--- src/rtl/audio_mixer_tdm.sv ---
// Time-multiplexed stereo audio mixer: one MAC per channel per cycle, master gain, saturation.
// Optional peak meters on the output handshake when AUDIO_MIXER_PEAK_EN is defined.
module audio_mixer_tdm #(
    parameter int NUM_CH   = 8,
    parameter int SAMPLE_W = 16,
    parameter int VOL_W    = 8,
    parameter int VOL_FRAC = 7
) (
    input  logic                         aclk,
    input  logic                         aresetn,
    input  logic                         sample_tick,
    input  logic [NUM_CH*SAMPLE_W-1:0]   ch_sample,
    input  logic [NUM_CH*VOL_W-1:0]      ch_volume,
    input  logic [NUM_CH-1:0]            ch_enable,
    input  logic [NUM_CH-1:0]            ch_mono,
    input  logic [NUM_CH-1:0]            ch_right,
    input  logic [VOL_W-1:0]             master_volume,
    output logic                         m_valid,
    input  logic                         m_ready,
    output logic [SAMPLE_W-1:0]          m_left,
    output logic [SAMPLE_W-1:0]          m_right,
`ifdef AUDIO_MIXER_PEAK_EN
    input  logic                         peak_clr,
    output logic [SAMPLE_W-2:0]          peak_left,
    output logic [SAMPLE_W-2:0]          peak_right,
`endif
    output logic                         busy,
    output logic                         overrun,
    input  logic                         overrun_clr
);

    localparam int ACC_W  = SAMPLE_W + VOL_W + $clog2(NUM_CH) + 2;
    localparam int PROD_W = SAMPLE_W + VOL_W + 1;
    localparam int SCL_W  = ACC_W + VOL_W + 1;
    localparam int IDX_W  = (NUM_CH > 1) ? $clog2(NUM_CH) : 1;

    localparam logic signed [SCL_W-1:0] SAT_MAX = {{(SCL_W-SAMPLE_W+1){1'b0}}, {(SAMPLE_W-1){1'b1}}};
    localparam logic signed [SCL_W-1:0] SAT_MIN = {{(SCL_W-SAMPLE_W+1){1'b1}}, {(SAMPLE_W-1){1'b0}}};

    typedef enum logic [1:0] {S_IDLE, S_ACCUM, S_SCALE, S_OUTPUT} state_t;

    state_t                      r_state;
    logic                        r_busy;
    logic                        r_valid;
    logic                        r_overrun;
    logic [SAMPLE_W-1:0]         r_left;
    logic [SAMPLE_W-1:0]         r_right;
    logic [IDX_W-1:0]            r_idx;
    logic signed [ACC_W-1:0]     r_accl;
    logic signed [ACC_W-1:0]     r_accr;
    logic signed [ACC_W-1:0]     r_p;
    logic                        r_pv;
    logic                        r_pl;
    logic                        r_pr;

    logic signed [SAMPLE_W-1:0]  r_samp [NUM_CH];
    logic [VOL_W-1:0]            r_vol  [NUM_CH];
    logic [NUM_CH-1:0]           r_en;
    logic [NUM_CH-1:0]           r_mono;
    logic [NUM_CH-1:0]           r_rgt;
    logic [VOL_W-1:0]            r_master;

    logic signed [SAMPLE_W-1:0]  w_samp;
    logic signed [PROD_W-1:0]    w_prod;
    logic signed [PROD_W-1:0]    w_pshift;
    logic signed [ACC_W-1:0]     w_pext;
    logic signed [SCL_W-1:0]     w_scl_l;
    logic signed [SCL_W-1:0]     w_scl_r;
    logic signed [SCL_W-1:0]     w_scl_l_sh;
    logic signed [SCL_W-1:0]     w_scl_r_sh;
    logic                        w_hs;
    logic                        w_take;
    logic                        w_drop;

    function automatic logic [SAMPLE_W-1:0] sat(input logic signed [SCL_W-1:0] v);
        if (v > SAT_MAX)
            sat = SAT_MAX[SAMPLE_W-1:0];
        else if (v < SAT_MIN)
            sat = SAT_MIN[SAMPLE_W-1:0];
        else
            sat = v[SAMPLE_W-1:0];
    endfunction

    assign w_samp     = r_samp[r_idx];
    assign w_prod     = w_samp * $signed({1'b0, r_vol[r_idx]});
    assign w_pshift   = w_prod >>> VOL_FRAC;
    assign w_pext     = {{(ACC_W-PROD_W){w_pshift[PROD_W-1]}}, w_pshift};
    assign w_scl_l    = r_accl * $signed({1'b0, r_master});
    assign w_scl_r    = r_accr * $signed({1'b0, r_master});
    assign w_scl_l_sh = w_scl_l >>> VOL_FRAC;
    assign w_scl_r_sh = w_scl_r >>> VOL_FRAC;

    assign w_hs   = (r_state == S_OUTPUT) && m_ready;
    assign w_take = sample_tick && ((r_state == S_IDLE) || w_hs);
    assign w_drop = sample_tick && (r_state != S_IDLE) && !w_hs;

    // Products are registered one cycle before accumulation; SCALE waits for the
    // last product to land, which gives the fixed NUM_CH+2 latency.
    always_ff @(posedge aclk or negedge aresetn) begin
        if (!aresetn) begin
            r_state   <= S_IDLE;
            r_busy    <= 1'b0;
            r_valid   <= 1'b0;
            r_overrun <= 1'b0;
            r_left    <= '0;
            r_right   <= '0;
            r_idx     <= '0;
            r_accl    <= '0;
            r_accr    <= '0;
            r_p       <= '0;
            r_pv      <= 1'b0;
            r_pl      <= 1'b0;
            r_pr      <= 1'b0;
            r_en      <= '0;
            r_mono    <= '0;
            r_rgt     <= '0;
            r_master  <= '0;
            for (int unsigned i = 0; i < NUM_CH; i++) begin
                r_samp[i] <= '0;
                r_vol[i]  <= '0;
            end
        end else begin
            r_pv <= 1'b0;
            if (r_pv) begin
                if (r_pl) r_accl <= r_accl + r_p;
                if (r_pr) r_accr <= r_accr + r_p;
            end

            if (w_drop)
                r_overrun <= 1'b1;
            else if (overrun_clr)
                r_overrun <= 1'b0;

            case (r_state)
                S_IDLE: begin
                    if (sample_tick) begin
                        r_state <= S_ACCUM;
                        r_busy  <= 1'b1;
                    end
                end
                S_ACCUM: begin
                    r_pv  <= 1'b1;
                    r_p   <= w_pext;
                    r_pl  <= r_en[r_idx] && (r_mono[r_idx] || !r_rgt[r_idx]);
                    r_pr  <= r_en[r_idx] && (r_mono[r_idx] ||  r_rgt[r_idx]);
                    r_idx <= r_idx + 1'b1;
                    if (r_idx == IDX_W'(NUM_CH - 1))
                        r_state <= S_SCALE;
                end
                S_SCALE: begin
                    if (!r_pv) begin
                        r_left  <= sat(w_scl_l_sh);
                        r_right <= sat(w_scl_r_sh);
                        r_valid <= 1'b1;
                        r_state <= S_OUTPUT;
                    end
                end
                S_OUTPUT: begin
                    if (m_ready) begin
                        r_valid <= 1'b0;
                        if (sample_tick) begin
                            r_state <= S_ACCUM;
                        end else begin
                            r_state <= S_IDLE;
                            r_busy  <= 1'b0;
                        end
                    end
                end
                default: begin
                    r_state <= S_IDLE;
                    r_busy  <= 1'b0;
                end
            endcase

            if (w_take) begin
                r_accl   <= '0;
                r_accr   <= '0;
                r_idx    <= '0;
                r_en     <= ch_enable;
                r_mono   <= ch_mono;
                r_rgt    <= ch_right;
                r_master <= master_volume;
                for (int unsigned i = 0; i < NUM_CH; i++) begin
                    r_samp[i] <= ch_sample[i*SAMPLE_W +: SAMPLE_W];
                    r_vol[i]  <= ch_volume[i*VOL_W +: VOL_W];
                end
            end
        end
    end

    assign m_valid = r_valid;
    assign m_left  = r_left;
    assign m_right = r_right;
    assign busy    = r_busy;
    assign overrun = r_overrun;

`ifdef AUDIO_MIXER_PEAK_EN
    logic [SAMPLE_W-2:0] r_peak_l;
    logic [SAMPLE_W-2:0] r_peak_r;
    logic [SAMPLE_W-2:0] w_mag_l;
    logic [SAMPLE_W-2:0] w_mag_r;

    // Most-negative sample has no positive twin; clamp its magnitude to full scale.
    function automatic logic [SAMPLE_W-2:0] mag(input logic [SAMPLE_W-1:0] v);
        logic [SAMPLE_W-1:0] n;
        n = -v;
        if (!v[SAMPLE_W-1])
            mag = v[SAMPLE_W-2:0];
        else if (v[SAMPLE_W-2:0] == '0)
            mag = '1;
        else
            mag = n[SAMPLE_W-2:0];
    endfunction

    assign w_mag_l = mag(r_left);
    assign w_mag_r = mag(r_right);

    always_ff @(posedge aclk or negedge aresetn) begin
        if (!aresetn) begin
            r_peak_l <= '0;
            r_peak_r <= '0;
        end else if (peak_clr) begin
            r_peak_l <= w_hs ? w_mag_l : '0;
            r_peak_r <= w_hs ? w_mag_r : '0;
        end else if (w_hs) begin
            if (w_mag_l > r_peak_l) r_peak_l <= w_mag_l;
            if (w_mag_r > r_peak_r) r_peak_r <= w_mag_r;
        end
    end

    assign peak_left  = r_peak_l;
    assign peak_right = r_peak_r;
`endif

endmodule

--- config.mk ---
export PLATFORM = sky130hd
export DESIGN_NAME = audio_mixer_tdm
export DESIGN_NICKNAME = d
export VERILOG_FILES = /design/src/rtl/audio_mixer_tdm.sv
export SDC_FILE = /design/constraint.sdc
export NUM_CORES = 2
export LEC_CHECK = 0
export BUFFER_PORTS_ARGS = -buffer_cell sky130_fd_sc_hd__buf_2
export CAP_MARGIN = 20
export CORE_ASPECT_RATIO = 0.75
export CORE_MARGIN = 5
export CORE_UTILIZATION = 50
export CTS_CLUSTER_SIZE = 25
export DETAILED_ROUTE_END_ITERATION = 8
export PLACE_DENSITY = 0.74
export SETUP_SLACK_MARGIN = 0.02
export SKIP_CTS_REPAIR_TIMING = 1
export SKIP_LAST_GASP = 1
export SLEW_MARGIN = 40
export SYNTH_ARGS = -nofsm -noshare
export SYNTH_HDL_FRONTEND = slang
export SYNTH_SLANG_ARGS = --single-unit
--- constraint.sdc ---
create_clock -name aclk -period 23.1 [get_ports aclk]
set_clock_uncertainty 0.15 [all_clocks]
set_input_delay 1.155 -clock aclk [delete_from_list [all_inputs] [get_ports aclk]]
set_output_delay 1.155 -clock aclk [all_outputs]
set_load 0.02 [all_outputs]
# After elaboration in Yosys (flattened, before gate mapping)

Cells that the tools add are included.
Widths: inputs -> output; s select.

Logic and storage cells: 122
Register bits: 343

Add/subtract/negate cells: 3
$mul: 3
Equality and inequality tests: 9
Mux-type cells: 40
Reduce and logical (&&, ||, !) cells: 26
Bitwise logic cells: 2
Order comparisons: 6

Operators by type and width:

| cell                 | number |
|---|---|
| $mux 29              | 6 |
| $mux 16              | 6 |
| $mul 29x9->38        | 2 |
| $gt 31x16->1 const B | 2 |
| $lt 31x16->1 const B | 2 |
| $add 29x18->29       | 2 |
| $bmux 16 s3          | 1 |
| $mul 16x9->25        | 1 |
| $bmux 8 s3           | 1 |
| $mux 8               | 2 |
| $reduce_bool 2->1    | 8 |
| $mux 1               | 12 |
| $ne 2x2->1 const B   | 5 |
| $bmux 1 s3           | 3 |
| $mux 2               | 4 |
| $pmux 2 s4           | 1 |
| $reduce_and 4->1     | 2 |
| $logic_and 1x1->1    | 6 |
| $mux 3               | 2 |
| $reduce_and 2->1     | 3 |
| $eq 2x2->1 const B   | 2 |
| $ge 4x4->1 const B   | 1 |
| $lt 3x4->1 const B   | 1 |
| $not 3->4            | 1 |
| 9 further kinds      | 13 |

# Longest topological paths before layout

Depth in word-level cells: 6
Gate-level depth with buffers: 26
Gate-level depth less buffers: 23

# Worst setup path before layout

OpenSTA, ideal clock, no wires.

Kind: flip-flop to flip-flop
Start: register r_idx[0]
End: register r_p[14]
Required time: 22.825 ns
Arrival time: 7.051 ns
Cell stages (with the launch flop): 24
Buffers on the path: 4
Setup slack: 15.774 ns
Cells stage by stage: dfrtp_1 > buf_4 > buf_1 > buf_1 > mux4_2 > mux2i_1 > clkbuf_1 > nor2_1 > fa_1 > inv_1 > fa_1 > inv_1 > fa_1 > fa_1 > ha_1 > or4_1 > o221ai_1 > a21oi_1 > a211o_1 > a31oi_2 > o21bai_1 > a21oi_1 > xnor2_1 > mux2_2

Word-level cells in the longest chain between the ends: 5

Ends and longest elaborated chain:

| element                                                               | line   | RTL |
|---|---|---|
| start, declared                                                       | 48     | `logic [IDX_W-1:0] r_idx;` |
| start signal, assigned                                                | 146    | `r_idx <= r_idx + 1'b1;` |
| $not 3->4 (implied by the code) (*)                                   | 84, 85 |  |
| $bmux 16 s3 or $bmux 8 s3 (tied branches)                             | 84, 85 |  |
| $mux 16 (implied by the code) or $mux 8 (tied branches) (2 in series) | 84, 85 |  |
| $mul 16x9->25 (*)                                                     | 85     | `assign w_prod = w_samp * $signed({1'b0, r_vol[r_idx]});` |
| end signal, assigned                                                  | 143    | `r_p <= w_pext;` |
| end, declared                                                         | 51     | `logic signed [ACC_W-1:0] r_p;` |

Mark *: on every way between the ends. The rest lies on a longest branch, timed or not. The select of a mux whose other input is x is not followed.
A chain may end at the register's enable or synchronous reset.

# Final worst setup path

Same ends and word-level chain as after synthesis.

==> impl_metrics.toml <==
[logic_synthesis]
warnings_synthesis = 0
yosysMostFrequentCell = "sky130_fd_sc_hd__nand2_1"
complex_gate_fraction_of_the_synthesized_area = 0.08214
synth-xor-area-share = 0.02806
yosys.area.top_type = "sky130_fd_sc_hd__fa_1"
async_flop_share = 1.000
synthMuxAreaShare = 0.04519
post_synth_inst_count = 4244
synth_common_cells = "sky130_fd_sc_hd__nand2_1 (1,030), sky130_fd_sc_hd__inv_1 (600), sky130_fd_sc_hd__fa_1 (461)"
area_share_of_the_largest_cell_type_after_synthesis = 0.2464
post_synth_fa_ha_maj_area_fraction = 0.3305
ys_seq_elements = 343
synthesis.nets = 5186
synthSimpleGateAreaFrac = 0.2050
post_synth_main_area_contributors = "sky130_fd_sc_hd__fa_1 (25%), sky130_fd_sc_hd__dfrtp_1 (23%), sky130_fd_sc_hd__nand2_1 (10%)"
ys_seq_area_frac = 0.2291
synth_top_family_by_area = "adder cells"
synth.lib_cells_used.distinct = 83
ys.flop_type = "sky130_fd_sc_hd__dfrtp_1"
number_of_synthesized_flops_with_an_enable_pin = 0
synth_area_per_inst_um2 = 8.826
netlist_area_um2 = 37460

[global_route]
grt-ovfl-total = 0
grt_pass1_wl_um = 150700
grt_antenna_before_repair = 2
grt_pass1_vias = 29240
maximum_number_of_pins_on_one_net_before_global_route_repair = 100
grt.total_usage = 0.2264

[drt]
route.detailed.wl_per_inst_um = 16.95
first_pass_iters = 6
route.final.wire_length_um = 91410
detail-route-antenna-nets = 0
drt-initial-drc-count = 2335
route.detailed.vias_per_inst = 5.381
dr_total_vias = 29020
remaining_drc_errors = 0

[placement]
hpwlAfterDp_um = 70880
gp_congestion = 0.8840
numPortBuffers = 263

[cts]
cts.sinks = 343
htree_levels = 2
clockRootBuffer = "sky130_fd_sc_hd__clkbuf_16"
max-clock-path-buffers = 3
cts_buffers = 39
path_clk_slew_ns = 0.06
worst_skew_pair.late_latency_ns = 0.59
tritoncts = "built"

[status]
run_status = "complete, no violations"

[worst_setup_path]
cp_cell_sequence = "buf_4, mux4_2, mux2i_1, nor2_1, fa_1, fa_1, ha_1, inv_1, fa_1, inv_1, ha_1, nor4bb_1, nand2_1, a221oi_1, o221ai_1, a21oi_1, a211o_1, a31oi_2, o21bai_1, a21oi_1, xnor2_1, mux2_2"
timing.critical_path.max_delay_family = "adder cells"
critPathSlowestCell = "sky130_fd_sc_hd__dfrtp_4"
crit_arrival_ns = 7.92
stage_delay_of_the_slowest_cell_on_the_critical_path_ns = 0.76
setup.worst_path.end_class = "flop"
crit_path_start_kind = "flop"
register_to_register_path_depth = 22
worstPathRequired_ns = 23.41
r2r_start = "r_idx[0]"
worst-setup-path-type = "reg -> reg"
crit_fanout = 30
worst_path_most_repeated_cell = "sky130_fd_sc_hd__fa_1"
worstReg2RegEnd = "r_p[14]"
critical_path_buf_inv_count = 3
r2r_slack_ns = 15.49

[cells_and_area]
seq_cell_area_um2 = 8596
multi_input_gate_area_um2 = 25920
layout.nets = 5336
drive_gt1_frac = 0.1121
area_growth_pct = 9.399
fillCellCount = 6568
antenna_cells_inserted = 0

[floorplan]
die_y_um = 247.0
placeableCoreArea_um2 = 73820
die_width_um = 326.1
start_util = 0.5075
fp.dieArea_um2 = 80550
row_count = 86
design.portCount = 264

[timing]
min_period_over_period = 0.3293
setup_viol_count_final = 0
hold_viol_final = 0
worst_slew_margin_rel = 0.3510
worst_slew_pin_slew_ns = 0.9465
fin_tns_setup_ns = 0
period_needed_ns = 7.607
final_max_slew_viol_count = 0
unrepaired_setup_endpoints_after_global_routing = "no"
achievable-frequency_ghz = 0.1315

[job]
max_cap_violations = 0

[min_path]
min-delay-path-class = "in -> async"
==> worst max path at each step <==
stage | start | to | cells after the start
after floorplan | r_idx[0] | r_p[14] | 23
after global placement | r_idx[0] | r_p[14] | 22
after detailed placement | r_idx[0] | r_p[14] | 22
after CTS | r_idx[0] | r_p[14] | 22
after global routing | r_idx[0] | r_p[14] | 22
final | r_idx[0] | r_p[14] | 22
==> layout by cell type (no fill, tap or decap), types with 8 or more instances in the layout <==
master	instances
sky130_fd_sc_hd__a211o_1	8
sky130_fd_sc_hd__a211oi_1	19
sky130_fd_sc_hd__a21o_1	64
sky130_fd_sc_hd__a21oi_1	139
sky130_fd_sc_hd__a21oi_2	14
sky130_fd_sc_hd__a31oi_1	15
sky130_fd_sc_hd__and2_1	271
sky130_fd_sc_hd__and3_1	17
sky130_fd_sc_hd__buf_2	262
sky130_fd_sc_hd__buf_4	27
sky130_fd_sc_hd__clkbuf_1	11
sky130_fd_sc_hd__clkbuf_16	39
sky130_fd_sc_hd__dfrtp_1	337
sky130_fd_sc_hd__fa_1	461
sky130_fd_sc_hd__ha_1	252
sky130_fd_sc_hd__inv_1	600
sky130_fd_sc_hd__mux2_2	21
sky130_fd_sc_hd__mux2i_1	21
sky130_fd_sc_hd__mux4_2	54
sky130_fd_sc_hd__nand2_1	1029
sky130_fd_sc_hd__nand2_2	11
sky130_fd_sc_hd__nand2b_1	38
sky130_fd_sc_hd__nand3_1	44
sky130_fd_sc_hd__nand4_1	16
sky130_fd_sc_hd__nor2_1	178
sky130_fd_sc_hd__nor2b_1	22
sky130_fd_sc_hd__nor3_1	24
sky130_fd_sc_hd__o21a_1	11
sky130_fd_sc_hd__o21ai_0	85
sky130_fd_sc_hd__o21bai_1	12
sky130_fd_sc_hd__o22ai_1	18
sky130_fd_sc_hd__o31ai_1	10
sky130_fd_sc_hd__or2_2	8
sky130_fd_sc_hd__or3_1	12
sky130_fd_sc_hd__xnor2_1	80
sky130_fd_sc_hd__xor2_1	40
==> cells by family after synthesis <==
logic type      count (synthesis)
fa+ha+maj                     713
buf+inv                       789
xor+xnor                      120
mux                            99
simple gates                 1712
compound gates                468
flops                         343
==> state kept, by name, summed over array words and instances, names as in the netlist, 16 cells and up <==
| register | cells |
|---|---|
| m_left | 16 |
| m_right | 16 |
| r_accl | 29 |
| r_accr | 29 |
| r_p | 18 |
| r_samp | 128 |
| r_vol | 64 |
==> cell type report <==
cell class                      count  area share
Inverter                          600     0.05496
Multi-Input combinational cell   3112      0.6326
Clock buffer                       57     0.02717
Tap cell                          968     0.02956
Sequential cell                   343      0.2098
Clock inverter                     14    0.005771
Timing Repair Buffer              298     0.04021
==> worst register-to-register path, stage by stage, from the launching register on <==
cell and delay, ns:
sky130_fd_sc_hd__dfrtp_4 0.76, sky130_fd_sc_hd__buf_4 0.61, sky130_fd_sc_hd__mux4_2 0.58, sky130_fd_sc_hd__mux2i_1 0.64, sky130_fd_sc_hd__nor2_1 0.14, sky130_fd_sc_hd__fa_1 0.46, sky130_fd_sc_hd__fa_1 0.45, sky130_fd_sc_hd__ha_1 0.29
sky130_fd_sc_hd__inv_1 0.05, sky130_fd_sc_hd__fa_1 0.48, sky130_fd_sc_hd__inv_1 0.05, sky130_fd_sc_hd__ha_1 0.28, sky130_fd_sc_hd__nor4bb_1 0.27, sky130_fd_sc_hd__nand2_1 0.10, sky130_fd_sc_hd__a221oi_1 0.32, sky130_fd_sc_hd__o221ai_1 0.22
sky130_fd_sc_hd__a21oi_1 0.38, sky130_fd_sc_hd__a211o_1 0.24, sky130_fd_sc_hd__a31oi_2 0.13, sky130_fd_sc_hd__o21bai_1 0.32, sky130_fd_sc_hd__a21oi_1 0.14, sky130_fd_sc_hd__xnor2_1 0.14, sky130_fd_sc_hd__mux2_2 0.26
==> metrics by stage <==
step / area (µm²) / hold slack (ns) / utilization / instances / worst slack (ns)
finish: 40980 / 0.3052 / 0.5552 / 5392 / 15.49
global route: 40980 / 0.3142 / 0.5552 / 5392 / 14.96
CTS: 40930 / 0.3228 / 0.5545 / 5391 / 15.48
detailed placement: 39580 / 0.3100 / 0.5362 / 5320 / 15.51
global placement: 39520 / 0.3030 / 0.5354 / 5317 / 15.67
floorplan: 37460 / 0.2903 / - / 4244 / 15.77
==> layer usage <==
metal  vias up  global-route usage  share of wire
li1      13680                   -              -
met1     14380              0.3409           0.47
met2       860              0.3472           0.44
met3       101             0.04088          0.069
met4         4             0.04449          0.017
met5         -                   0        0.00027
Power is not shown: default switching activity piles up to over one toggle a cycle in this logic, so the estimate is an artifact.
